**src/rtl/viterbi_pkg.sv**
```systemverilog
// Shared constants and FSM state type for the Viterbi input shifter control path.
package viterbi_pkg;

    localparam int unsigned VIT_LANES  = 8;
    localparam int unsigned VIT_SYM_W  = 2;
    localparam int unsigned VIT_WORD_W = 16;

    typedef enum logic [1:0] {
        ST_IDLE  = 2'd0,
        ST_RUN   = 2'd1,
        ST_DRAIN = 2'd2,
        ST_DONE  = 2'd3
    } vit_state_e;

endpackage

```
**src/rtl/vit_lane_tracker.sv**
```systemverilog
// Phase counter and lane-valid shift register; both advance only on adv_i so the
// shifter's writes and skewed reads stay aligned across stalls.
module vit_lane_tracker
    import viterbi_pkg::*;
#(
    parameter int unsigned LANES = VIT_LANES,
    parameter int unsigned PH_W  = 3
) (
    input  logic             clk,
    input  logic             rst,
    input  logic             adv_i,
    input  logic             wr_en_i,
    output logic [PH_W-1:0]  phase_o,
    output logic [LANES-1:0] lane_vld_o
);

    logic [PH_W-1:0]  phase_q, phase_d;
    logic [LANES-1:0] lane_vld_q, lane_vld_d;

    always_comb begin
        phase_d    = phase_q;
        lane_vld_d = lane_vld_q;
        if (adv_i) begin
            phase_d    = (phase_q == PH_W'(LANES - 1)) ? '0 : phase_q + 1'b1;
            lane_vld_d = {lane_vld_q[LANES-2:0], wr_en_i};
        end
    end

    always_ff @(posedge clk or negedge rst) begin
        if (!rst) begin
            phase_q    <= '0;
            lane_vld_q <= '0;
        end else begin
            phase_q    <= phase_d;
            lane_vld_q <= lane_vld_d;
        end
    end

    assign phase_o    = phase_q;
    assign lane_vld_o = lane_vld_q;

endmodule

```
**src/rtl/viterbi_input_sched.sv**
```systemverilog
// Flow controller and phase sequencer for the Viterbi input shifter: accepts words,
// drives the shared advance enable, drains the symbol skew and flags block completion.
module viterbi_input_sched
    import viterbi_pkg::*;
#(
    parameter int unsigned LANES = VIT_LANES,
    parameter int unsigned PH_W  = 3,
    parameter int unsigned LEN_W = 16
) (
    input  logic             clk,
    input  logic             rst,
    input  logic             in_valid,
    input  logic             in_last,
    output logic             in_ready,
    output logic             adv,
    output logic             wr_en,
    output logic [PH_W-1:0]  phase,
    output logic [LANES-1:0] lane_vld,
    output logic             busy,
    output logic             frame_done,
    output logic [LEN_W-1:0] word_cnt
);

    vit_state_e       state_q, state_d;
    logic [PH_W-1:0]  drain_q, drain_d;
    logic [LEN_W-1:0] cnt_q, cnt_d;
    logic             busy_q;
    logic             done_q;
    logic             accept;

    always_comb begin
        in_ready = (state_q == ST_IDLE) || (state_q == ST_RUN);
        accept   = in_valid && in_ready;
        adv      = accept || (state_q == ST_DRAIN);
        wr_en    = accept;
    end

    always_comb begin
        state_d = state_q;
        drain_d = drain_q;
        cnt_d   = cnt_q;
        case (state_q)
            ST_IDLE: begin
                if (accept) begin
                    cnt_d   = LEN_W'(1);
                    state_d = in_last ? ST_DRAIN : ST_RUN;
                end
            end
            ST_RUN: begin
                if (accept) begin
                    if (cnt_q != '1) cnt_d = cnt_q + 1'b1;
                    if (in_last) state_d = ST_DRAIN;
                end
            end
            ST_DRAIN: begin
                if (drain_q == '0) state_d = ST_DONE;
                else               drain_d = drain_q - 1'b1;
            end
            ST_DONE:  state_d = ST_IDLE;
            default:  state_d = ST_IDLE;
        endcase
        // Load on entry so DRAIN spans exactly LANES advances, whether entered from IDLE or RUN.
        if ((state_d == ST_DRAIN) && (state_q != ST_DRAIN)) drain_d = PH_W'(LANES - 1);
    end

    always_ff @(posedge clk or negedge rst) begin
        if (!rst) begin
            state_q <= ST_IDLE;
            drain_q <= '0;
            cnt_q   <= '0;
            busy_q  <= 1'b0;
            done_q  <= 1'b0;
        end else begin
            state_q <= state_d;
            drain_q <= drain_d;
            cnt_q   <= cnt_d;
            busy_q  <= (state_d != ST_IDLE);
            done_q  <= (state_d == ST_DONE);
        end
    end

    vit_lane_tracker #(
        .LANES (LANES),
        .PH_W  (PH_W)
    ) u_tracker (
        .clk        (clk),
        .rst        (rst),
        .adv_i      (adv),
        .wr_en_i    (wr_en),
        .phase_o    (phase),
        .lane_vld_o (lane_vld)
    );

    assign busy       = busy_q;
    assign frame_done = done_q;
    assign word_cnt   = cnt_q;

endmodule

```
**config.mk**
```make
export PLATFORM = sky130hd
export DESIGN_NAME = viterbi_input_sched
export DESIGN_NICKNAME = d
export VERILOG_FILES = /design/src/rtl/viterbi_pkg.sv /design/src/rtl/vit_lane_tracker.sv /design/src/rtl/viterbi_input_sched.sv
export SDC_FILE = /design/constraint.sdc
export NUM_CORES = 1
export LEC_CHECK = 0
export CORE_MARGIN = 2
export CORE_UTILIZATION = 53
export CTS_BUF_LIST = sky130_fd_sc_hd__clkbuf_2 sky130_fd_sc_hd__clkbuf_4 sky130_fd_sc_hd__clkbuf_8
export DETAILED_ROUTE_END_ITERATION = 8
export PLACE_DENSITY_LB_ADDON = 0.15
export SYNTH_ARGS = -nofsm -noshare
export SYNTH_HDL_FRONTEND = slang
export SYNTH_HIERARCHICAL = 1
export SYNTH_SLANG_ARGS = --single-unit
export TNS_END_PERCENT = 10
```
**constraint.sdc**
```tcl
create_clock -name clk -period 2.1 [get_ports clk]
set_clock_uncertainty 0.1 [all_clocks]
set_input_delay 0.42 -clock clk [delete_from_list [all_inputs] [get_ports clk]]
set_output_delay 0.42 -clock clk [all_outputs]
set_load 0.005 [all_outputs]
```
==> metrics.md <==
| Metric | Value |
|---|---|
| Post-Place Setup Slack | -0.101 ns |
| Port bufs | 35 |
| Gr ovfl total | 0 |
| Final cell count without fillers | 274 |
| First-pass GRT wire length | 7160 um |
| Clk buf depth | 2 |
| Critical path launch point type | register |
| PnR worst setup slack | 0.0583 ns |
| Die Height | 62.7 um |
| Worst min-delay path class | in -> async |
| Vias in the first global route | 1522 |
| Layout cell share with drive strength beyond 1 | 22.8% |
| Async SR Flop Fraction | 100% |
| Reg2reg end | word_cnt[0]$_DFFE_PN0P_ |
| Die Width | 62.7 um |
| CTS tree | done |
| Placer Congestion | 0.890 |
| Setup violators final | 0 |
| Final Max Tran Viols | 0 |
| GR Util met3 | 5.59% |
| Worst path arrival time | 1.52 ns |
| Post-DRT Antenna Nets | 0 |
| Status | finished clean |
| CP peak stage delay | 0.49 ns |
| Min Hold Slack | 0.366 ns |
| Top-count cell post-synth | dfrtp_1 |
| Flops & latches, synth | 34 |
| Synth Area per Inst | 10.7 um^2 |
| Top cells by area, synth | dfrtp_1 (47%), mux2_4 (6.6%), nand2_1 (4.5%), ha_1 (3.4%), a21oi_1 (2.7%) |
| Post-synth EDFFs | 0 |
| Placed Cells | 258 |
| Clock Latency Late Sink | 0.36 ns |
| Routed len/inst | 14.9 um |
| Synthesis-to-layout area growth | 35.6% |
| Die Footprint | 3930 um^2 |
| Yosys warns | 6 |
| GRT met1 Usage | 29.6% |
| Row count | 21 |
| Worst Setup Path Type | reg -> out |
| Crit-path cells | nand2b_4, nand2_2, clkdlybuf4s50_1 |
| Core Util, Final | 74.7% |
| P_leak | 0.00110 uW |
| Htree depth | 2 |
| CTS buffer count | 5 |
| Slowest CP cell | clkdlybuf4s50_1 |
| Measured slew at the worst slew-check pin | 0.428 ns |
| Sink Count | 34 |
| Sequential cell area | 852 um^2 |
| GRT busiest layer | met2 |
| CTS root buf | clkbuf_4 |
| Depth of the worst register-to-register path | 9 |
| Post-Synthesis Cells | 170 |
| DRC violations left | 0 |
| Via density | 5.72 |
| R2R Path Start | state_q[1]$_DFF_PN0_ |
| DRT Wirelength | 4070 um |
| Synth top cells by count | dfrtp_1 (34), nand2_1 (22), a21oi_1 (10) |
| Top-area cell type share of the netlist area | 46.6% |
| Core area | 3310 um^2 |
| PwrDens | 1190 nW/um^2 |
| Dominant synthesized flop cell | dfrtp_1 |
| Initial antenna violation count | 0 |
| Distinct cells, synth | 48 |
| Overall Global Routing Usage | 22.9% |
| Final Net Count | 236 |
| # IOs | 36 |
| Initial DRC count | 82 |
| Ant diodes | 0 |
| VDD IR-drop max | 942 uV |
| Initial Util | 55.1% |
| Bufs and invs on worst path | 1 |
| GR Util met2 | 37.9% |
| Crit share post-route | 97.2% |
| Vias | 1567 |
| Crit path time final | 2.04 ns |
| Fillers | 255 |
| Area of the multi-input gates | 935 um^2 |
| Slew HR | 71.2% |
| Clock slew at reported path FFs | 0.13 ns |
| Post-synthesis net count | 179 |
| Synthesized area | 1820 um^2 |
| CTS hold repair buffers | 0 |
| Yosys top cell by area | dfrtp_1 |
| Fin. Hold Viols | 0 |
| MaxCap Viol Count | 0 |
| Drt pass-1 iters | 4 |
| Cell family with the largest share of critical-path delay | buffers and inverters |
| Post-synthesis sequential area ratio | 46.6% |
| Crit-path max FO | 3 |
| Max Freq | 0.490 GHz |
| Critical Path RT | 1.58 ns |
| R2r setup slk | 0.07 ns |
| DP HPWL | 2820 um |
| Largest net degree at the start of global routing | 35 |
| Crit end category | output pin |
[per-stage QoR]
stage | setup TNS (ns) | total power, uW | cell area, um^2
6_report | 0 | 2950 | 2470
4_1_cts | 0 | 2940 | 2450
2_1_floorplan | 0 | 1690 | 1820
3_3_place_gp | -0.123 | 2180 | 2290
5_1_grt | -0.00398 | 3160 | 2470
3_5_place_dp | -0.139 | 2240 | 2290
[layout by cell type (no fill, tap or decap), drive strengths merged, types with 3 or more instances in the layout]
master	netlist	routed
clkdlybuf4s50	0	34
dfrtp	34	34
nand2	22	22
buf	3	19
a21oi	11	11
mux2	11	11
o21ai	9	9
inv	7	7
nand3	7	7
nand4	7	7
nor2	5	5
o31ai	5	5
ha	5	5
clkbuf	1	5
nand2b	5	5
nor3	4	4
or3	4	4
mux2i	4	4
o211ai	3	3
a22o	3	3
[cell type report]
class,count,share of cell area (%)
clock buffers,5,1.52
clock inverters,3,2.78
inverters,8,1.26
multi-input cells,124,37.8
flip-flops and latches,34,34.4
well taps,46,2.33
repair buffers,54,19.9
[what timing repair did]
action	CTS	global route
pin swaps	1	0
setup endpoints to repair	2	2
gates resized for setup	4	3
setup buffers	7	1
[routing by layer]
layer | vias to the layer above | routed length (um)
met5 | - | 0
met1 | 764 | 1810
li1 | 743 | -
met3 | 6 | 203
met4 | 0 | 55
met2 | 54 | 2000
[flip-flops by register name, summed over array words and instances, names as in the netlist]
| name | count |
|---|---|
| word_cnt | 16 |
| u_tracker/lane_vld_o | 8 |
| state_q | 2 |
| drain_q | 3 |
| u_tracker/phase_o | 3 |
| busy | 1 |
| frame_done | 1 |
[cell families (layout without fill, tap and decap cells)]
logic type	Yosys count	count (layout)	share of synthesized area (%)
simple gates	66	66	21.7
fa+ha+maj	5	5	3.43
flops	34	34	46.6
compound gates	36	36	13.4
buf+inv	12	70	3.22
mux	15	15	10.6
xor+xnor	2	2	0.960
[worst max path at each step]
stage                                  startpoint                       end  slack [ns]  cells after the start
after floorplan           word_cnt[0]$_DFFE_PN0P_  word_cnt[14]$_DFFE_PN0P_        0.35                      6
after global placement                   in_valid                       adv       -0.09                      4
after detailed placement                 in_valid                       adv       -0.10                      4
after CTS                    state_q[0]$_DFF_PN0_                       adv        0.03                      4
after global routing         state_q[1]$_DFF_PN0_                       adv      -0.004                      4
final                        state_q[1]$_DFF_PN0_                       adv        0.06                      3
[where the power goes]
part           leakage [uW]  internal (uW)  total, uW  switching, uW
Clock             0.0000554            372        616            244
Combinational      0.000611            787       1310            527
Sequential         0.000434            851       1020            171
Power figures use the tool's default switching activity.
